<file path="src/rtl/digit_scan_sequencer.sv">
// digit_scan_sequencer
// Walks a latched WIDTH-bit value out through one 7-segment digit, one hex
// nibble at a time, MSB nibble first. Each digit is shown for HOLD_CYCLES
// and followed by GAP_CYCLES of forced blanking. The decimal point marks the
// least-significant digit, and done pulses once after the last gap.
module digit_scan_sequencer #(
   parameter int WIDTH       = 16,
   parameter int HOLD_CYCLES = 1000,
   parameter int GAP_CYCLES  = 250,
   parameter int SUPPRESS_LZ = 1
) (
   input  logic             clk,
   input  logic             reset,
   input  logic             load,
   input  logic [WIDTH-1:0] value,
   output logic [3:0]       nibble,
   output logic             blank,
   output logic             dp,
   output logic             busy,
   output logic             done
);

   localparam int NDIG = WIDTH / 4;
   localparam int IDXW = (NDIG > 1) ? $clog2(NDIG) : 1;
   localparam int MAXC = (HOLD_CYCLES > GAP_CYCLES) ? HOLD_CYCLES : GAP_CYCLES;
   localparam int CNTW = (MAXC > 1) ? $clog2(MAXC) : 1;

   localparam logic [CNTW-1:0] HOLD_LAST = CNTW'(HOLD_CYCLES - 1);
   localparam logic [CNTW-1:0] GAP_LAST  = CNTW'(GAP_CYCLES - 1);
   localparam logic [IDXW-1:0] IDX_TOP   = IDXW'(NDIG - 1);

   typedef enum logic [1:0] {
      ST_IDLE = 2'd0,
      ST_SHOW = 2'd1,
      ST_GAP  = 2'd2
   } state_t;

   state_t           r_state, w_state_next;
   logic [WIDTH-1:0] r_value, w_value_next;
   logic [IDXW-1:0]  r_idx,   w_idx_next;
   logic [CNTW-1:0]  r_cnt,   w_cnt_next;

   logic [3:0]       r_nibble, w_nibble_next;
   logic             r_blank,  w_blank_next;
   logic             r_dp,     w_dp_next;
   logic             r_busy,   w_busy_next;
   logic             r_done,   w_done_next;

   logic [NDIG-1:0]  w_nz;
   logic [IDXW-1:0]  w_lead_idx;
   logic [IDXW-1:0]  w_first_idx;
   logic             w_gap_end;

   // Per-nibble nonzero flags of the incoming value
   genvar gi;
   generate
      for (gi = 0; gi < NDIG; gi++) begin : g_nz
         assign w_nz[gi] = |value[4*gi +: 4];
      end
   endgenerate

   // Highest nonzero nibble index; a zero value falls back to nibble 0
   always_comb begin
      w_lead_idx = '0;
      for (int i = 0; i < NDIG; i++) begin
         if (w_nz[i]) w_lead_idx = IDXW'(i);
      end
   end

   assign w_first_idx = (SUPPRESS_LZ != 0) ? w_lead_idx : IDX_TOP;
   assign w_gap_end   = (r_state == ST_GAP) && (r_cnt == GAP_LAST);

   // State, latched value, digit index, phase counter and registered outputs
   always_ff @(posedge clk) begin
      if (reset) begin
         r_state  <= ST_IDLE;
         r_value  <= '0;
         r_idx    <= '0;
         r_cnt    <= '0;
         r_nibble <= 4'h0;
         r_blank  <= 1'b1;
         r_dp     <= 1'b0;
         r_busy   <= 1'b0;
         r_done   <= 1'b0;
      end else begin
         r_state  <= w_state_next;
         r_value  <= w_value_next;
         r_idx    <= w_idx_next;
         r_cnt    <= w_cnt_next;
         r_nibble <= w_nibble_next;
         r_blank  <= w_blank_next;
         r_dp     <= w_dp_next;
         r_busy   <= w_busy_next;
         r_done   <= w_done_next;
      end
   end

   // Next-state: a load always restarts; otherwise step through SHOW/GAP phases
   always_comb begin
      w_state_next = r_state;
      w_value_next = r_value;
      w_idx_next   = r_idx;
      w_cnt_next   = r_cnt;
      if (load) begin
         w_state_next = ST_SHOW;
         w_value_next = value;
         w_idx_next   = w_first_idx;
         w_cnt_next   = '0;
      end else begin
         case (r_state)
            ST_SHOW: begin
               if (r_cnt == HOLD_LAST) begin
                  w_state_next = ST_GAP;
                  w_cnt_next   = '0;
               end else begin
                  w_cnt_next = r_cnt + CNTW'(1);
               end
            end
            ST_GAP: begin
               if (r_cnt == GAP_LAST) begin
                  w_cnt_next = '0;
                  if (r_idx != '0) begin
                     w_idx_next   = r_idx - IDXW'(1);
                     w_state_next = ST_SHOW;
                  end else begin
                     w_state_next = ST_IDLE;
                  end
               end else begin
                  w_cnt_next = r_cnt + CNTW'(1);
               end
            end
            default: begin
               w_state_next = ST_IDLE;
            end
         endcase
      end
   end

   // Outputs decoded from the upcoming state so they register alongside it
   always_comb begin
      w_nibble_next = w_value_next[{w_idx_next, 2'b00} +: 4];
      w_blank_next  = 1'b1;
      w_dp_next     = 1'b0;
      w_busy_next   = 1'b1;
      w_done_next   = w_gap_end && (r_idx == '0) && !load;
      case (w_state_next)
         ST_SHOW: begin
            w_blank_next = 1'b0;
            w_dp_next    = (w_idx_next == '0);
         end
         ST_GAP: begin
            w_blank_next = 1'b1;
         end
         default: begin
            w_nibble_next = 4'h0;
            w_busy_next   = 1'b0;
         end
      endcase
   end

   assign nibble = r_nibble;
   assign blank  = r_blank;
   assign dp     = r_dp;
   assign busy   = r_busy;
   assign done   = r_done;

endmodule
</file>
<file path="config.mk">
export PLATFORM = sky130hd
export DESIGN_NAME = digit_scan_sequencer
export DESIGN_NICKNAME = d
export VERILOG_FILES = /design/src/rtl/digit_scan_sequencer.sv
export SDC_FILE = /design/constraint.sdc
export NUM_CORES = 1
export LEC_CHECK = 0
export ABC_AREA = 1
export BUFFER_PORTS_ARGS = -buffer_cell sky130_fd_sc_hd__buf_2
export CAP_MARGIN = 40
export CORE_MARGIN = 5
export CORE_UTILIZATION = 44
export DETAILED_ROUTE_END_ITERATION = 10
export PLACE_DENSITY = 0.73
export SLEW_MARGIN = 10
export SYNTH_ARGS = -nofsm -noshare
export SYNTH_HDL_FRONTEND = slang
export SYNTH_SLANG_ARGS = --single-unit
</file>
<file path="constraint.sdc">
create_clock -name clk -period 2.7 [get_ports clk]
set_clock_uncertainty 0.1 [all_clocks]
set_input_delay 0.27 -clock clk [delete_from_list [all_inputs] [get_ports clk]]
set_output_delay 0.27 -clock clk [all_outputs]
set_load 0.03 [all_outputs]
</file>
Word-level counts from Yosys, hierarchy flattened --
Cells that the tools add are included.
Word-level totals: flip-flop bits (word level) 38, bits in latches 0, bits in writable memories 0, memory bits (read-only) 0, input bits 19, output and inout port bits 8, memories 0
Cells by class: add/subtract/negate cells 2, $mul 0, divide/modulo/power cells 0, order comparisons 0, equality and inequality tests 6, shift-type cells 1, mux-type cells 18, bitwise gates (word level) 2, reduce and logical (&&, ||, !) cells 15
Operators by type and width (count):
- 10-bit 2-to-1 mux | 2
- 10-bit one-hot mux with 2 select lines | 1
- 2-bit 2-to-1 mux | 9
- 16-bit 2-to-1 mux | 1
- 16-bit by 5-bit variable part select with 4-bit output | 1
- 4-bit OR reduction | 3
- 10-bit by 1-bit adder with 10-bit output (second input constant) | 1
- 10-bit == test (second input constant) | 1
- 10-bit by 8-bit == test with 1-bit output (second input constant) | 1
- 2-bit OR reduction | 4
- 2-bit by 1-bit == test with 1-bit output (second input constant) | 2
- 2-bit == test (second input constant) | 2
- 2-bit zero test | 2
- 1-bit 2-to-1 mux | 4
- 2-bit one-hot mux with 2 select lines | 1
- 2-bit nonzero test | 2
- 1-bit logical AND | 3
- 1-bit inverter | 2
- 2-bit by 1-bit subtractor with 2-bit output (second input constant) | 1
- 1-bit zero test | 1

Logic depth before layout (Yosys ltp) --
Gate-level depths: netlist of the first run.
depth after elaboration 9, gate-level depth with buffers 13, depth with buffers taken out 13

Worst setup path after synthesis of the first run --
Ideal clock, no wire load.
path kind register to register, start point register r_cnt[0], end point register r_nibble[1], in the netlist nibble[1], setup time 0.070 ns, arrival 1.699 ns, required time 2.530 ns, path slack 0.832 ns, stages on the path, launching flop included 13, period minus slack after synthesis 1.868 ns, cell sequence dfxtp_1 -> ha_1 -> inv_1 -> nor2_1 -> nand3_1 -> nand2_1 -> o221ai_1 -> nand2_1 -> nand2_1 -> ha_1 -> nor2_1 -> inv_1 -> a21oi_1
Between the ends: longest elaborated chain between the ends 8, elaborated cells on any way between the ends 15, those cells by class eq/ne: 4; shift: 1; mux: 7; bitwise: 1; reduce/logical: 2
RTL lines:
- from (decl) | RTL line 41 | logic [CNTW-1:0] r_cnt, w_cnt_next;
- from (signal assigned) | RTL line 89 | r_cnt <= w_cnt_next;
- 10-bit by 8-bit == test with 1-bit output or 10-bit == test (tied branches) | RTL line 120, 112
- 2-bit 2-to-1 mux (on tied branches) | RTL line 120, 112
- 2-bit one-hot mux with 2 select lines * | RTL line 110 | case (r_state)
- 2-bit 2-to-1 mux * | RTL line 104 | if (load) begin
- named net w_state_next[0] | RTL line 38 | state_t r_state, w_state_next;
- 2-bit == test or 2-bit by 1-bit == test with 1-bit output (tied branches) | RTL line 146 | case (w_state_next)
- 2-bit OR reduction (no line) *
- 1-bit inverter (no line) *
- 2-bit OR reduction (no line) *
- to (signal assigned) | RTL line 90 | r_nibble <= w_nibble_next;
- to (decl) | RTL line 43 | logic [3:0] r_nibble, w_nibble_next;
Mark *: on every way through the listed nets, which the timed path passes. The rest lies on a longest branch. A chain may end at the register's enable or synchronous reset.

Worst setup path after layout of the first run --
start point register r_cnt[0], end point register r_nibble[3], in the netlist nibble[3]
The elaborated chain is that of the path after synthesis.

==> key figures, run 1 <==
STA
  – Slew Limit Fails: 0
  – Fin crit share: 0.7713
  – Fmax: 480.2 MHz
  – Final setup fails: 0
  – Tmin final: 2.083 ns
  – Tightest Pin Transition: 0.4263 ns
  – RSZ-0062 raised after global routing: false
  – Final hold viol count: 0
  – Setup Total Neg Slack: 0 ns
  – Max_slew headroom: 0.7158

Clock network
  – Setup bufs post-CTS: 0
  – Clock transition at the registers of the reported paths: 0.08 ns
  – CTS sink count: 38
  – Cts bufs inserted: 5
  – Worst-skew pair later-pin latency: 0.29 ns
  – CTS tree: built
  – CTS Hold Buffers Added: 0
  – # H-tree levels: 2
  – Root Driver: clkbuf_8
  – CTS resizes: 0
  – CTS Buffer Depth: 2

Placed design
  – GP Congestion: approximately 0.85
  – Hpwl dp: 2658 um
  – Count of buffers from port buffering: 26

Yosys
  – Netlist cell types: 32
  – Synth top area share: 0.4380
  – YS warnings: 0
  – Mapped Cells: between 200 and 250
  – Post-synthesis sequential area ratio: 0.4380
  – Ranking of synthesized cells by area: dfxtp_1 (44%), nor2_1 (8.9%), nand3_1 (6.6%)
  – Synthesized area: 1737 um2
  – Yosys top cell by area: dfxtp_1
  – Syn Area/Cell: between 7 and 8 um2
  – Syn nets: 242
  – Synth Register Bits: 38

Final layout
  – Layout cells sized above 1: 0.1895
  – Diode count: 0
  – Most frequent cells in the layout: nor2_1 (41), dfxtp_1 (38), nand2_1 (29)
  – Post-layout net count: about 270
  – Area grow syn2layout: 16.43%
  – Commonest non-fill, non-tap cell in the layout: nor2_1

Die
  – DIE HEIGHT: 72.83 um
  – Die area: 5303 um2
  – Die X: about 73 um
  – Core area: ~3700 um2
  – Rows: 22
  – Starting Density: 0.4639
  – IO Pins: 27

Setup path
  – Critical path class: flop to flop
  – CP endpoint kind: flop
  – Crit-path cells: ha_1, inv_1, nor2_1, nand3_1, nand2_1, o221ai_1, nand2_1, nand2_1, ha_1, nor2_1, inv_1, a21oi_1
  – Critical path arrival: 2.20 ns
  – Most used cell, CP: nand2_1
  – CP peak stage delay: 0.39 ns
  – Buf+Inv Stages, Crit Path: 2
  – Crit path required time: 2.82 ns
  – Critical path's slowest cell: dfxtp_1
  – Critical path launch point type: flop
  – Top Family by Delay on Critical Path: simple AND/OR/NAND/NOR gates
  – CP max FO: 4

Power and ir drop
  – Gate power share: 0.110
  – Pwr/cell area: around 590 nW/um2
  – NetSw: ~300 uW
  – Tot Pwr: 1.196 mW
  – Switching share of power: 0.2437
  – P_int: 904.4 uW
  – Clock power frac: 0.393
  – Leakage power: between 0.8 and 0.9 nW
  – Worst vdd ir: a little under 0.3 mV
  – Sequential Power Share: 0.497

Detailed routing
  – Routed vias/inst: between 4 and 5
  – Wirelength per Cell: 11.95 um
  – Via count: ~1500
  – Drt drc: 0
  – Pre-Repair DR Iteration Count: 4
  – Drt total wl: between 3000 and 4000 um
  – Initial drt markers: 101
  – Antenna Nets Post-Route: 0

Hold path
  – Worst Hold Class: input port to flop

GRT
  – Vias in the first global route: 1376
  – GRT Util Overall: 0.1435
  – Global-route wire length before repair: roughly 6000 um
  – Initial antenna violation count: 0
  – Total grt overflow: 0
  – Largest net degree at the start of global routing: 24

Job
  – Max-cap violation count: 0

Outcome
  – Status: finished clean
-- final timing paths --
kind	startpoint	to	slack (ns)	cells after the start
setup / recovery	r_cnt[0]	nibble[3]	0.62	12
hold / removal	value[1]	r_value[1]	0.15	3
setup reg to reg	r_cnt[0]	nibble[3]	0.62	12
hold reg to reg	r_value[3]	r_value[3]	0.40	2
-- power by group through the flow --
stage	clock (mW)	sequential (mW)	combinational, mW
after global placement	0	0.606	0.131
final	0.470	0.594	0.132
after global routing	0.510	0.596	0.149
after detailed placement	0	0.607	0.133
after floorplan	0	0.616	0.0827
after CTS	0.487	0.594	0.133
-- sequential cells by signal (all words and copies together) (netlist names) --
signal,cells
r_idx,2
r_value,16
nibble,4
r_state,2
r_cnt,10
dp,1
busy,1
done,1
blank,1
-- area by class of cell --
type                    count  area [um2]
multi-input cells         157       887.1
clock inverters             3       40.04
well taps                  48       60.06
fillers                   375        1722
clock buffers               5       68.82
repair buffers             27       137.6
inverters                  18       67.56
flip-flops and latches     38       760.7
-- logic make-up after synthesis --
family | count (synthesis) | synth area share
simple gates | 114 | 0.3076
compound gates | 21 | 0.07349
fa+ha+maj | 5 | 0.03602
xor+xnor | 6 | 0.03026
buf+inv | 23 | 0.05116
mux | 11 | 0.06340
flops | 38 | 0.4380
-- synth_stat cells, drive strengths merged --
cell type  instances
a21oi              9
or2                1
o21a               1
a211oi             1
nor3b              1
nor4               1
xor2               5
buf                3
o21ai              8
nor2              44
xnor2              1
nand3             23
o21bai             1
nand2             33
nand4              6
o221ai             1
ha                 5
nor3               5
clkinv             2
clkbuf             2
inv               16
dfxtp             38
mux2i             11
-- worst reg2reg max path: cells and delay by family, from the launching register on --
kind	cells	cell delay, ns
compound gates	2	0.24
fa+ha+maj	2	0.44
buf+inv	2	0.15
flops	1	0.39
simple gates	6	0.71
-- per-stage QoR --
stage                     area, um2  setup WS (ns)  cells  utilization  hold slack [ns]
after floorplan                1737         0.8316    218            -           0.2480
after global placement         1913         0.7389    288       0.5110           0.3760
after detailed placement       1913         0.6393    288       0.5110           0.3805
after CTS                      2022         0.6241    296       0.5401           0.1414
after global routing           2022         0.3753    296       0.5401           0.1688
final                          2022         0.6174    296       0.5401           0.1452
-- per-layer routing --
| metal | routed length [um] | GRT usage | up-vias | share of wire |
|---|---|---|---|---|
| met2 | 1569 | 0.2244 | 30 | 0.44 |
| met4 | 63 | 0.05738 | 0 | 0.018 |
| met3 | 193 | 0.05096 | 8 | 0.055 |
| met5 | 0 | 0 | - | 0 |
| li1 | - | - | 776 | - |
| met1 | 1711 | 0.1794 | 655 | 0.48 |
Power figures use the tool's default switching activity.
==> inputs of run 2 (changes only) <==
- ABC_AREA: 1 -> 0
- PLACE_DENSITY: 0.73 -> 0.76
- clock period: 2.7 -> 1.7 ns (I/O delays scaled with it)
==> run 2 against run 1 <==
Effect of this change:
- the run now ends with negative setup slack left
- clock-buffer cell count stayed put
- first-iteration DRC count is 16% lower
- via count is 5.8% higher
- register-to-register slack worse by 1.6 ns
- setup slack worse by 1.6 ns
- sequential cell count stayed put
- global-route usage is 2.7 points higher
- combinational power is 120% higher
- area after synthesis is 3.7% lower
- design area is 23% higher
==> key figures, run 2 <==
Detailed routing
  – Initial drt markers: 85
  – Top sig layer: met4
  – Pre-Repair DR Iteration Count: 4
  – Met1 WL: 1920 um
  – Routed vias/inst: 5.129
  – Met3 Routed Length: 238 um
  – Drt drc: 0
  – Antenna Nets Post-Route: 0
  – Wirelength per Cell: 14.61 um
  – Via count: between 1500 and 2000
  – Drt total wl: roughly 4400 um
  – Metal2 WL: 2170 um

Final layout
  – Fin util: 0.6781
  – Most frequent cells in the layout: buf_4 (48), dfxtp_1 (36), nor2_1 (30)
  – Layout cells sized above 1: 0.4745
  – Diode count: 0
  – Post-layout net count: 278
  – Fillers: between 200 and 300
  – Top reg by flops: r_value
  – Number of flip-flops in the largest register: 16
  – Area grow syn2layout: 48.39%
  – Final instance area: 2482 um2
  – Commonest non-fill, non-tap cell in the layout: buf_4

STA
  – Fin crit share: 1.553
  – Tightest Pin Transition: 0.6436 ns
  – Final setup fails: 22
  – Tmin final: 2.641 ns
  – Worst setup margin: -0.9409 ns
  – Max_slew headroom: 0.5683
  – Slew Limit Fails: 0
  – Final hold viol count: 0
  – Hold WS: 0.04766 ns
  – RSZ-0062 raised after global routing: true
  – Fmax: 378.7 MHz

Power and ir drop
  – P_int: 1.505 mW
  – Tot Pwr: 2.009 mW
  – NetSw: ~500 uW
  – Pwr/cell area: 809.1 nW/um2
  – Gate power share: 0.143
  – Worst vdd ir: 0.5744 mV
  – Leakage power: between 1 and 1.5 nW
  – Sequential Power Share: 0.468
  – Clock power frac: 0.389
  – Switching share of power: 0.2507

Setup path
  – Critical path arrival: 2.77 ns
  – Crit path required time: 1.83 ns
  – Critical path launch point type: flop
  – CP max FO: 4
  – CP endpoint kind: flop
  – Critical path class: flop to flop

Yosys
  – Synth Area in XOR/XNOR: 0.04712
  – Most common cell in the synthesized netlist: dfxtp_1
  – Simple-Gate Fraction of Synth Area: 0.1975
  – Top cells by instance count after synthesis: dfxtp_1 (38), nor2_1 (37), mux2i_1 (17), mux2_2 (8), nand2_1 (7)
  – Synth top area share: 0.4547
  – Ranking of synthesized cells by area: dfxtp_1 (45%), mux2i_1 (10%), nor2_1 (8.3%)
  – Netlist cell types: 34
  – Mapped Cells: 174
  – Syn Area/Cell: 9.614 um2
  – Compound-cell area share of the yosys netlist: 0.08302
  – Main flop type after synthesis: dfxtp_1
  – Mux cell area share after synthesis: 0.1556
  – Post-synthesis sequential area ratio: 0.4547
  – Synth Register Bits: 38
  – Number of flops mapped to enable cells by yosys: 0
  – Syn nets: 198
  – Ys async rst share: 0
  – Largest family of logic cells by synthesized area: simple AND/OR/NAND/NOR gates
  – Post-Synth Adder-Cell Area: 0.03740
  – YS warnings: 0
  – Synthesized area: 1673 um2
  – Yosys top cell by area: dfxtp_1

Placed design
  – Area post-placement: 2212 um2
  – Count of buffers from port buffering: 26
  – GP Congestion: 0.7642
  – Hpwl dp: 2902 um

Clock network
  – # H-tree levels: 2
  – Cts bufs inserted: 5
  – CTS sink count: 38
  – CTS tree: built
  – Root Driver: clkbuf_8
  – Clock transition at the registers of the reported paths: around 0.08 ns
  – CTS Buffer Depth: 2
  – Worst-skew pair later-pin latency: 0.29 ns

Die
  – DIE HEIGHT: 71.66 um
  – Starting Density: 0.4569
  – Die area: 5135 um2
  – Core area: 3661 um2
  – Die X: 71.66 um
  – Rows: 22
  – IO Pins: 27

GRT
  – Total grt overflow: 0
  – Global-route wire length before repair: approximately 7000 um
  – Initial antenna violation count: 0
  – Vias in the first global route: approximately 1500
  – GRT Util Overall: 0.1709
  – Largest net degree at the start of global routing: 25

Job
  – Max-cap violation count: 0

Hold path
  – Worst Hold Class: input port to flop

Outcome
  – Status: finished, violations left
  – Violated checks: negative setup slack
-- run 2: cell types whose count changed in the layout (fill, tap and decap cells not counted), sizes merged, moves of 6 or more --
cell / before / now
nand3: 23 / 4
buf: 27 / 78
mux2i: 11 / 17
a21oi: 9 / 1
inv: 16 / 6
nor2: 44 / 37
mux2: 0 / 8
nand2: 33 / 7
-- run 2: path summary, 6_finish.rpt --
check,slack [ns],cells past startpoint,end,startpoint
max,-0.94,11,nibble[1],r_cnt[1]
max reg2reg,-0.94,11,nibble[1],r_cnt[1]
min reg2reg,0.40,2,r_value[10],r_value[10]
min,0.05,3,r_value[2],value[2]
-- run 2: per-layer routing --
metal / up-vias / global-route usage
met4: 0 / 0.05637
met3: 11 / 0.05049
met5: - / 0
li1: 766 / -
met1: 736 / 0.2239
met2: 41 / 0.2684
-- run 2: timing repair --
action	4_1_cts	5_1_grt
endpoints found under the hold margin	0	0
buffers inserted	4	2
pin swaps	4	2
gates resized for setup	7	18
hold buffers	0	0
endpoints found under the setup margin	22	22
cloned	0	1
-- run 2: cells by family after synthesis --
logic type | after synthesis
compound gates | 17
xor+xnor | 9
fa+ha+maj | 5
buf+inv | 11
flops | 38
mux | 25
simple gates | 69
-- run 2: final cells by class --
type | instances | area [um2] | area share
clock buffers | 5 | 68.82 | 0.02772
clock inverters | 3 | 45.04 | 0.01815
inverters | 6 | 22.52 | 0.009073
multi-input cells | 125 | 978.4 | 0.3942
flip-flops and latches | 38 | 763.2 | 0.3075
well taps | 48 | 60.06 | 0.02419
repair buffers | 78 | 544.3 | 0.2193
-- run 2: worst max-delay path, cell delays in order (launching register included) --
cell and delay [ns]:
dfxtp_2 0.33, inv_2 0.04, ha_1 0.11, or4b_4 0.49, or3_4 0.43, nor3_2 0.12
o32a_1 0.23, o21ai_2 0.10, ha_4 0.23, nor2_4 0.13, nand2_4 0.09, o22ai_2 0.19
-- run 2: power groups by stage --
stage	sequential (mW)	clock [mW]	combinational, mW
global placement	0.958	0	0.251
CTS	0.939	0.787	0.265
global route	0.944	0.837	0.312
finish	0.939	0.782	0.287
detailed placement	0.960	0	0.256
floorplan	0.976	0	0.126
-- run 2: metrics by stage --
step / setup slack (ns) / TNS [ns] / std cells
global placement: -0.8066 / -7.514 / 288
finish: -0.9409 / -9.564 / 303
global route: -1.030 / -11.52 / 303
floorplan: -0.8004 / -8.269 / 174
detailed placement: -0.9230 / -8.465 / 288
CTS: -0.8783 / -8.024 / 300
==> inputs of run 3 (changes only) <==
- CORE_UTILIZATION: 44 -> 25
- PLACE_DENSITY: 0.76 -> 0.52
==> run 3 against run 2 <==
Effect of this change:
- the flow still finishes with violations (negative setup slack)
- design area grew 1.9%
- non-clock buffer count grew 2
- combinational power shrank 1%
- worst hold slack lost 0.010 ns
- sequential share of layout area shrank 0.46 points
- die area grew 64%
- via count shrank 5.6%
- clock-buffer cell count is the same
- sequential power is essentially flat
- final cell count grew 10%
- clock power shrank 20%
- setup slack gained 0.059 ns
- critical path type unchanged
- largest cell class unchanged
- highest routed layer unchanged
==> key figures, run 3 (synthesis results as in run 2) <==
Outcome
  – Status: finished, violations left
  – Violated checks: negative setup slack

Clock network
  – CTS sink count: 38
  – # H-tree levels: 2
  – CTS Hold Buffers Added: 0
  – Clock transition at the registers of the reported paths: 0.09 ns
  – CTS Buffer Depth: 2
  – CTS tree: built
  – Cts bufs inserted: 5
  – Worst-skew pair later-pin latency: 0.29 ns
  – Root Driver: clkbuf_8

STA
  – Tightest Pin Transition: about 0.48 ns
  – Fin crit share: 1.519
  – Final hold viol count: 0
  – Max_slew headroom: 0.6784
  – Slew Limit Fails: 0
  – Final setup fails: 22
  – RSZ-0062 raised after global routing: true
  – Tmin final: 2.582 ns
  – Worst setup margin: -0.8819 ns
  – Fmax: 387.3 MHz
  – Hold WS: 0.03742 ns

Power and ir drop
  – Clock power frac: 0.340
  – P_int: 1.359 mW
  – NetSw: approximately 500 uW
  – Tot Pwr: roughly 1.9 mW
  – Sequential Power Share: 0.507
  – Pwr/cell area: 731.8 nW/um2
  – Gate power share: 0.153
  – Leakage power: 1.099 nW
  – Switching share of power: 0.2656
  – Worst vdd ir: 0.5100 mV

GRT
  – Initial antenna violation count: 0
  – Total grt overflow: 0
  – Largest net degree at the start of global routing: 25
  – Global-route wire length before repair: 6941 um
  – Vias in the first global route: around 1500
  – GRT Util Overall: 0.1021

Die
  – Core area: about 6400 um2
  – Die area: 8427 um2
  – Rows: 29
  – IO Pins: 27
  – Die X: 91.80 um
  – DIE HEIGHT: 91.80 um
  – Starting Density: 0.2605

Final layout
  – Commonest non-fill, non-tap cell in the layout: buf_4
  – Post-layout net count: 280
  – Top reg by flops: r_value
  – Diode count: 0
  – Area grow syn2layout: 51.16%
  – Number of flip-flops in the largest register: 16
  – Layout cells sized above 1: 0.4630
  – Most frequent cells in the layout: buf_4 (46), dfxtp_1 (36), nor2_1 (35)

Setup path
  – Crit path required time: 1.83 ns
  – CP endpoint kind: flop
  – Worst reg2reg endpoint: nibble[0]
  – CP max FO: 4
  – R2R Setup Slk: -0.88 ns
  – Critical path arrival: 2.71 ns
  – Register-to-Register Path Depth: 10
  – Critical path launch point type: flop
  – Reg2reg start: r_cnt[0]
  – Critical path class: flop to flop

Placed design
  – Dpl ws: -0.8866 ns
  – GP Congestion: 0.7685
  – Hpwl dp: 3039 um
  – Count of buffers from port buffering: 26

Hold path
  – Hold depth: 3
  – HP Start: value[1]
  – Worst Hold Class: input port to flop
  – Hold Path Sink: r_value[1]

Detailed routing
  – Antenna Nets Post-Route: 0
  – Routed vias/inst: around 4.4
  – Initial drt markers: 23
  – Wirelength per Cell: 12.54 um
  – Drt total wl: 4187 um
  – Pre-Repair DR Iteration Count: 4
  – Drt drc: 0
  – Via count: between 1000 and 1500

Job
  – Max-cap violation count: 0
[run 3: changes by cell type in the layout (fill, tap and decap cells not counted), sizes merged]
cell / previous run / this run
clkinv: 0 / 2
clkinvlp: 2 / 1
bufinv: 1 / 0
buf: 78 / 80
[run 3: metal layers]
layer  vias to the layer above  global-route usage  wire length, um
met1                       672              0.1271             1993
met2                        27              0.1686             2021
met3                         2             0.02864              145
met4                         0             0.03713               26
met5                         -                   0                0
li1                        766                   -                -
[run 3: through the flow]
step / util / instance area (um2) / instances / setup TNS [ns]
floorplan: - / 1690 / 174 / -8.269
global placement: 0.3493 / 2243 / 318 / -8.233
detailed placement: 0.3493 / 2243 / 318 / -8.549
CTS: 0.3791 / 2435 / 332 / -9.873
global route: 0.3937 / 2529 / 334 / -12.22
finish: 0.3937 / 2529 / 334 / -10.29
[run 3: power by group through the flow]
stage	clock network, mW	logic (mW)	registers (mW)
finish	0.629	0.283	0.939
floorplan	0	0.126	0.976
CTS	0.655	0.271	0.938
global route	0.687	0.310	0.943
global placement	0	0.255	0.959
detailed placement	0	0.256	0.958
[run 3: repair_timing]
item	in CTS	in global routing
resized for setup	13	17
gates cloned	1	0
pin swaps	7	7
setup endpoints to repair	22	22
setup buffers	6	3
[run 3: cell type report]
cell class / instances / area (um2)
Fill cell: 627 / 3894
Multi-Input combinational cell: 125 / 988.4
Sequential cell: 38 / 765.7
Timing Repair Buffer: 80 / 565.5
Tap cell: 77 / 96.34
Clock buffer: 5 / 68.82
Inverter: 6 / 22.52
Clock inverter: 3 / 21.27
[run 3: how the worst max path moves through the flow]
stage,startpoint,end,slack (ns),depth (start not counted)
after floorplan,r_cnt[1],nibble[2],-0.80,11
after global placement,r_cnt[1],nibble[0],-0.84,11
after detailed placement,r_cnt[1],nibble[1],-0.89,11
after CTS,r_cnt[0],nibble[1],-0.86,10
after global routing,r_cnt[1],nibble[0],-0.97,11
final,r_cnt[0],nibble[0],-0.88,10
[run 3: worst max-delay path: stages (launching register included)]
cell     delay, ns
dfxtp_4       0.37
ha_4          0.12
or4b_4        0.49
or3_4         0.44
nor3_4        0.11
o32a_1        0.19
o21ai_2       0.08
ha_4          0.22
nor2_4        0.12
nand2_2       0.11
o22ai_2       0.17
